$ cat config.mk
export PLATFORM = sky130hd
export DESIGN_NAME = apb_master_decoder
export DESIGN_NICKNAME = d
export VERILOG_FILES = /design/src/rtl/apb_master_decoder.sv
export SDC_FILE = /design/constraint.sdc
export NUM_CORES = 1
export LEC_CHECK = 0
export CORE_ASPECT_RATIO = 1.1
export CORE_MARGIN = 2
export CORE_UTILIZATION = 43
export CTS_CLUSTER_DIAMETER = 80
export DETAILED_ROUTE_END_ITERATION = 7
export PLACE_DENSITY = 0.77
export SYNTH_ARGS = -nofsm -noshare
export SYNTH_HDL_FRONTEND = slang
export SYNTH_SLANG_ARGS = --single-unit
$ cat constraint.sdc
create_clock -name pclk -period 2.9 [get_ports pclk]
set_clock_uncertainty 0.2 [all_clocks]
set_input_delay 0.435 -clock pclk [delete_from_list [all_inputs] [get_ports pclk]]
set_output_delay 0.435 -clock pclk [all_outputs]
set_load 0.01 [all_outputs]
$ cat src/rtl/apb_master_decoder.sv
// Single-outstanding APB master: host valid/ready command in, APB SETUP/ACCESS out,
// with the 8-entry one-hot register decode folded into the SETUP capture.
module apb_master_decoder #(
  parameter int unsigned TIMEOUT = 16
) (
  input  logic       pclk,
  input  logic       preset,
  input  logic       cmd_valid,
  output logic       cmd_ready,
  input  logic       cmd_write,
  input  logic [7:0] cmd_addr,
  input  logic [7:0] cmd_wdata,
  output logic       rsp_valid,
  output logic       rsp_err,
  output logic       psel,
  output logic       penable,
  output logic       pwrite,
  output logic [7:0] pwdata,
  output logic [7:0] select_reg,
  input  logic       pready,
  input  logic       psvlerr
);
  localparam int unsigned CW = $clog2(TIMEOUT + 1);

  typedef enum logic [1:0] {IDLE, SETUP, ACCESS} state_e;

  typedef struct packed {
    logic       write;
    logic [7:0] wdata;
    logic [7:0] sel;
  } req_t;

  state_e        state_q;
  req_t          req_q, req_d;
  logic [CW-1:0] cnt_q;
  logic          cmd_ready_q, psel_q, penable_q, rsp_valid_q, rsp_err_q;
  logic          done;

  // Out-of-range addresses decode to no select; the register block flags them.
  always_comb begin
    req_d       = '0;
    req_d.write = cmd_write;
    req_d.wdata = cmd_wdata;
    if (cmd_addr[7:3] == 5'd0) req_d.sel[cmd_addr[2:0]] = 1'b1;
  end

  assign done = (state_q == ACCESS) &&
                (pready || psvlerr || (cnt_q == CW'(TIMEOUT - 1)));

  always_ff @(posedge pclk or posedge preset) begin
    if (preset) begin
      state_q     <= IDLE;
      req_q       <= '0;
      cnt_q       <= '0;
      cmd_ready_q <= 1'b1;
      psel_q      <= 1'b0;
      penable_q   <= 1'b0;
      rsp_valid_q <= 1'b0;
      rsp_err_q   <= 1'b0;
    end else begin
      rsp_valid_q <= 1'b0;
      rsp_err_q   <= 1'b0;
      unique case (state_q)
        IDLE: begin
          if (cmd_valid) begin
            state_q     <= SETUP;
            req_q       <= req_d;
            cnt_q       <= '0;
            cmd_ready_q <= 1'b0;
            psel_q      <= 1'b1;
          end
        end
        SETUP: begin
          state_q   <= ACCESS;
          penable_q <= 1'b1;
        end
        ACCESS: begin
          if (done) begin
            state_q     <= IDLE;
            req_q       <= '0;
            cmd_ready_q <= 1'b1;
            psel_q      <= 1'b0;
            penable_q   <= 1'b0;
            rsp_valid_q <= 1'b1;
            // Timeout (neither handshake) reports as an error too.
            rsp_err_q   <= psvlerr | ~pready;
          end else begin
            cnt_q <= cnt_q + CW'(1);
          end
        end
        default: state_q <= IDLE;
      endcase
    end
  end

  assign cmd_ready  = cmd_ready_q;
  assign psel       = psel_q;
  assign penable    = penable_q;
  assign pwrite     = req_q.write;
  assign pwdata     = req_q.wdata;
  assign select_reg = req_q.sel;
  assign rsp_valid  = rsp_valid_q;
  assign rsp_err    = rsp_err_q;

endmodule

### After elaboration in Yosys (flattened, before gate mapping)

Cells that the tools add are included.

* eq/ne operators: 6
* reductions and logical operators: 12
* $add $sub $neg: 1
* div/mod/pow operators: 0
* mux-type cells: 23
* bitwise gates (word level): 2
* $lt $le $gt $ge: 2
* shift operators: 0
* multipliers: 0

Operators with widths (number)
* 2-to-1 mux 17 bit: 2
* one-hot mux 17 bit (2 select lines): 1
* 2-to-1 mux 5 bit: 2
* one-hot mux 5 bit (2 select lines): 1
* 2-to-1 mux 1 bit: 9
* 2-to-1 mux 8 bit: 1
* inequality test 2 bit, second input constant: 3
* one-hot mux 1 bit (2 select lines): 3
* one-hot mux 2 bit (3 select lines): 1
* AND reduction 3 bit: 2
* adder 5 x 1 -> 5 bit, second input constant: 1
* equality test 5 x 4 -> 1 bit, second input constant: 1
* zero test 5 bit: 1
* < comparator 3 x 4 -> 1 bit, second input constant: 1
* 2-to-1 mux 2 bit: 2
* AND reduction 2 bit: 2
* nonzero test 2 bit: 2
* demux 1 bit (select 3 bit): 1
* greater-or-equal comparator 3 x 1 -> 1 bit, second input constant: 1
* equality test 2 x 1 -> 1 bit, second input constant: 1
* equality test 2 bit, second input constant: 1
* logical AND 1 bit: 2
* zero test 2 bit: 1
* logical OR 1 bit: 2
* other kinds (2): 2

* memories kept: 0
* bits in registers: 29
* logic and storage cells: 56
* output and inout bits: 22
* bits in latches: 0
* bits in writable memories: 0
* ROM bits: 0
* bits of input ports: 22

### Longest topological paths before layout

* depth in word-level cells: 7
* depth in mapped cells: 8

### Worst setup path before layout

No wires, ideal clock.

* path kind: reg2reg
* start: reg cnt_q[0]
* end: reg req_q, in the netlist pwdata[0]
* path slack: 790 ps
* stages on the path, launching flop included: 9
* arrival: 1845 ps
* library setup time: 65 ps
* buffers on the path: 2
* path through: dfrtp_1 -> ha_1 -> and3_1 -> ha_1 -> nor3_1 -> a211o_1 -> buf_2 -> buf_2 -> a22o_1

* cells in the longest elaborated chain, start to end: 5

RTL lines
* start: declaration: RTL line 35 `logic [CW-1:0] cnt_q;`
* start signal: assignment: RTL line 88 `cnt_q <= cnt_q + CW'(1);`
* equality test 5 x 4 -> 1 bit: RTL line 48 `(pready || psvlerr || (cnt_q == CW'(TIMEOUT - 1)));`
* logical OR 1 bit: RTL line 48
* logical AND 1 bit: RTL line 47 `assign done = (state_q == ACCESS) &&`
* inequality test 2 bit (no source line)
* AND reduction 3 bit (no source line)
* end signal: assignment: RTL line 67 `req_q <= req_d;`
* end: declaration: RTL line 34 `req_t req_q, req_d;`

No other way between the ends.
A chain may end at the register's enable or synchronous reset.

### Final worst setup path

* start: reg cnt_q[0]
* end: reg req_q, in the netlist select_reg[4]

The elaborated chain is that of the path after synthesis.

==> flow_metrics.tcl <==
set metrics [dict create \
    fin_setup_tns_ns 0 \
    drc 0 \
    nFillCells 231 \
    status "finished clean" \
    die_area_mm2 0.00328 \
    postCtsHoldBufs 0 \
    routedWlPerCell_um 15.1 \
    critPathCapture "select_reg[4]" \
    cts_resized 0 \
    synth_nets 122 \
    htreeDepth 2 \
    max_freq_mhz 419 \
    min_period_ns 2.39 \
    yosys_warnings 0 \
    reg2reg_from "cnt_q[0]" \
    die_h_um 59.9 \
    hold_viol 0 \
    p_leak_nw 0.773 \
    cap_violations 0 \
    clock_latency_ns 0.32 \
    diodes 0 \
    setup.worst_path.start "cnt_q[0]" \
    drive_above_1_share_pct 7.59 \
    worstPathRequired_ns 2.96 \
    syn_inst 98 \
    r2r_slack_ns 0.51 \
    synth-seq-cells 29 \
    grt_usage_pct 18.9 \
    hold_path.class "input port to asynchronous set/reset pin" \
    postCtsSetupRepairBufs 0 \
    tightest_slew_ns 0.513 \
    regArea_um2 727 \
    grt_pass1_wl_um 4270 \
    ir_drop_mv 0.408 \
    cts_tree "yes" \
    dpl.hpwl_um 2010 \
    finalSetupViolations 0 \
    grt_pass1_vias 970 \
    cts.sinks 29 \
    slew_viol_final 0 \
    final_common_cell "clkdlybuf4s50_1" \
    vias 965 \
    die_x_um 54.8 \
    critPathCaptureType "flop" \
    drt_iter0_drc 10 \
    path_class "flop to flop" \
    ant_nets 0 \
    dr.pass1.iters 4 \
    clk_pin_slew_ns 0.10 \
    period_share_pct 82.3 \
    via_per_inst 5.42 \
    hold_ws_ns 0.168 \
    rr_worst_depth 6 \
    drt-total-wl_um 2690 \
    rsz0062_at_grt "no" \
    num_io_pins 44 \
    start_util_pct 44.7 \
    core_mm2 0.00273 \
    clk_path_buf_depth 2 \
    gr-total-overflow 0 \
    ys_types 31 \
    synth_edf_count 0 \
    area_delta_synth_final_pct 41.0 \
    rows 20 \
    ys.flop_type "dfrtp_1" \
    slew_headroom_pct 65.8 \
    yosysSeqAreaShare_pct 59.6 \
    antenna_found_initial 0 \
    cts-root-buf "clkbuf_4" \
    layout_common_cells "43 x clkdlybuf4s50_1, 28 x dfrtp_1, 13 x a22o_1" \
    powerDensity_mw_per_mm2 638 \
    finalNetCount 168 \
    syn_area_mm2 0.00122 \
    worst-path-max-fanout 17 \
    cts-buffers-inserted 5 \
    reg2reg_to "select_reg[4]" \
    io_buffers 43 \
    arrival_ns 2.45 \
    critPathLaunchType "flop" \
    async_reset_ff_share_pct 100 \
    grt_max_degree 21 \
    multiInputGateArea_um2 437 \
    gp_congestion 0.774 \
    avgSynthCellArea_um2 12.4 \
]
-- metrics by stage --
step	cell area (um2)	cells	power [W]	setup WS, ns	util, %
after floorplan	1220	98	0.000694	0.790	-
after CTS	1720	178	0.00111	0.522	63.1
after global placement	1670	170	0.000868	0.547	61.2
after global routing	1720	178	0.00116	0.338	63.1
final	1720	178	0.00110	0.512	63.1
after detailed placement	1670	170	0.000872	0.518	61.2
-- power by group --
part	internal, W	leakage [nW]	total (W)	switching, W
sequential	0.000483	0.380	0.000534	0.0000515
combinational	0.000186	0.360	0.000330	0.000144
clock	0.0000922	0.0320	0.000234	0.000142
total	0.000761	0.773	0.00110	0.000338
-- cells by family (layout without fill, tap and decap cells) --
logic type                 Yosys count  count (layout)  share of synthesized area [%]
AOI/OAI and AO/OA                   31              31                           20.6
xor gates and xnor gates             1               1                          0.718
adders and majority gates            2               2                           2.05
buffers and inverters               12              59                           4.62
DFF                                 29              29                           59.6
and+or+nand+nor                     23              23                           12.4
-- how the worst min path moves through the flow --
stage	start	endpoint	slack, ns	depth (start not counted)
4_1_cts	preset	select_reg[0]	0.17	2
5_1_grt	preset	select_reg[0]	0.21	2
3_5_place_dp	cmd_ready	cmd_ready	0.25	2
6_report	preset	select_reg[0]	0.17	2
3_3_place_gp	cmd_ready	cmd_ready	0.25	2
2_1_floorplan	cmd_ready	cmd_ready	0.26	2
-- critical path, cell delays in order, from the launching register on --
cell and delay [ns]:
dfrtp_1 0.42, ha_1 0.23, and3_1 0.19, ha_1 0.18
nor3_1 0.35, a211o_1 0.53, a22o_1 0.22
-- per-layer routing --
metal  up-vias  wire length, um  GRT usage, %
li1        459                -             -
met1       468             1200          25.5
met2        36             1300          27.2
met3         2              179          8.00
met4         0               14          6.43
met5         -                0             0
-- layout make-up --
class | instances | area share (%)
inverter | 7 | 1.53
multi-input combinational | 57 | 25.4
sequential | 29 | 42.3
tap | 33 | 2.40
clock inverter | 2 | 0.582
clock buffer | 6 | 2.40
timing repair buffer | 44 | 25.5
-- Yosys cell counts, drive strengths merged, types with 2 or more instances --
| library cell | instances | share of area, % |
|---|---|---|
| dfrtp | 28 | 57 |
| a22o | 13 | 9.3 |
| inv | 7 | 2.2 |
| nand2 | 5 | 1.5 |
| a32o | 4 | 3.3 |
| buf | 4 | 2.2 |
| o211ai | 4 | 2.5 |
| o21ai | 4 | 1.6 |
| nor2b | 3 | 1.5 |
| and3 | 2 | 1.0 |
| ha | 2 | 2.1 |
| nand2b | 2 | 1.0 |
| nand3 | 2 | 0.82 |
| nor2 | 2 | 0.62 |
| nor3 | 2 | 1.7 |
(Power assumes the default switching activity.)
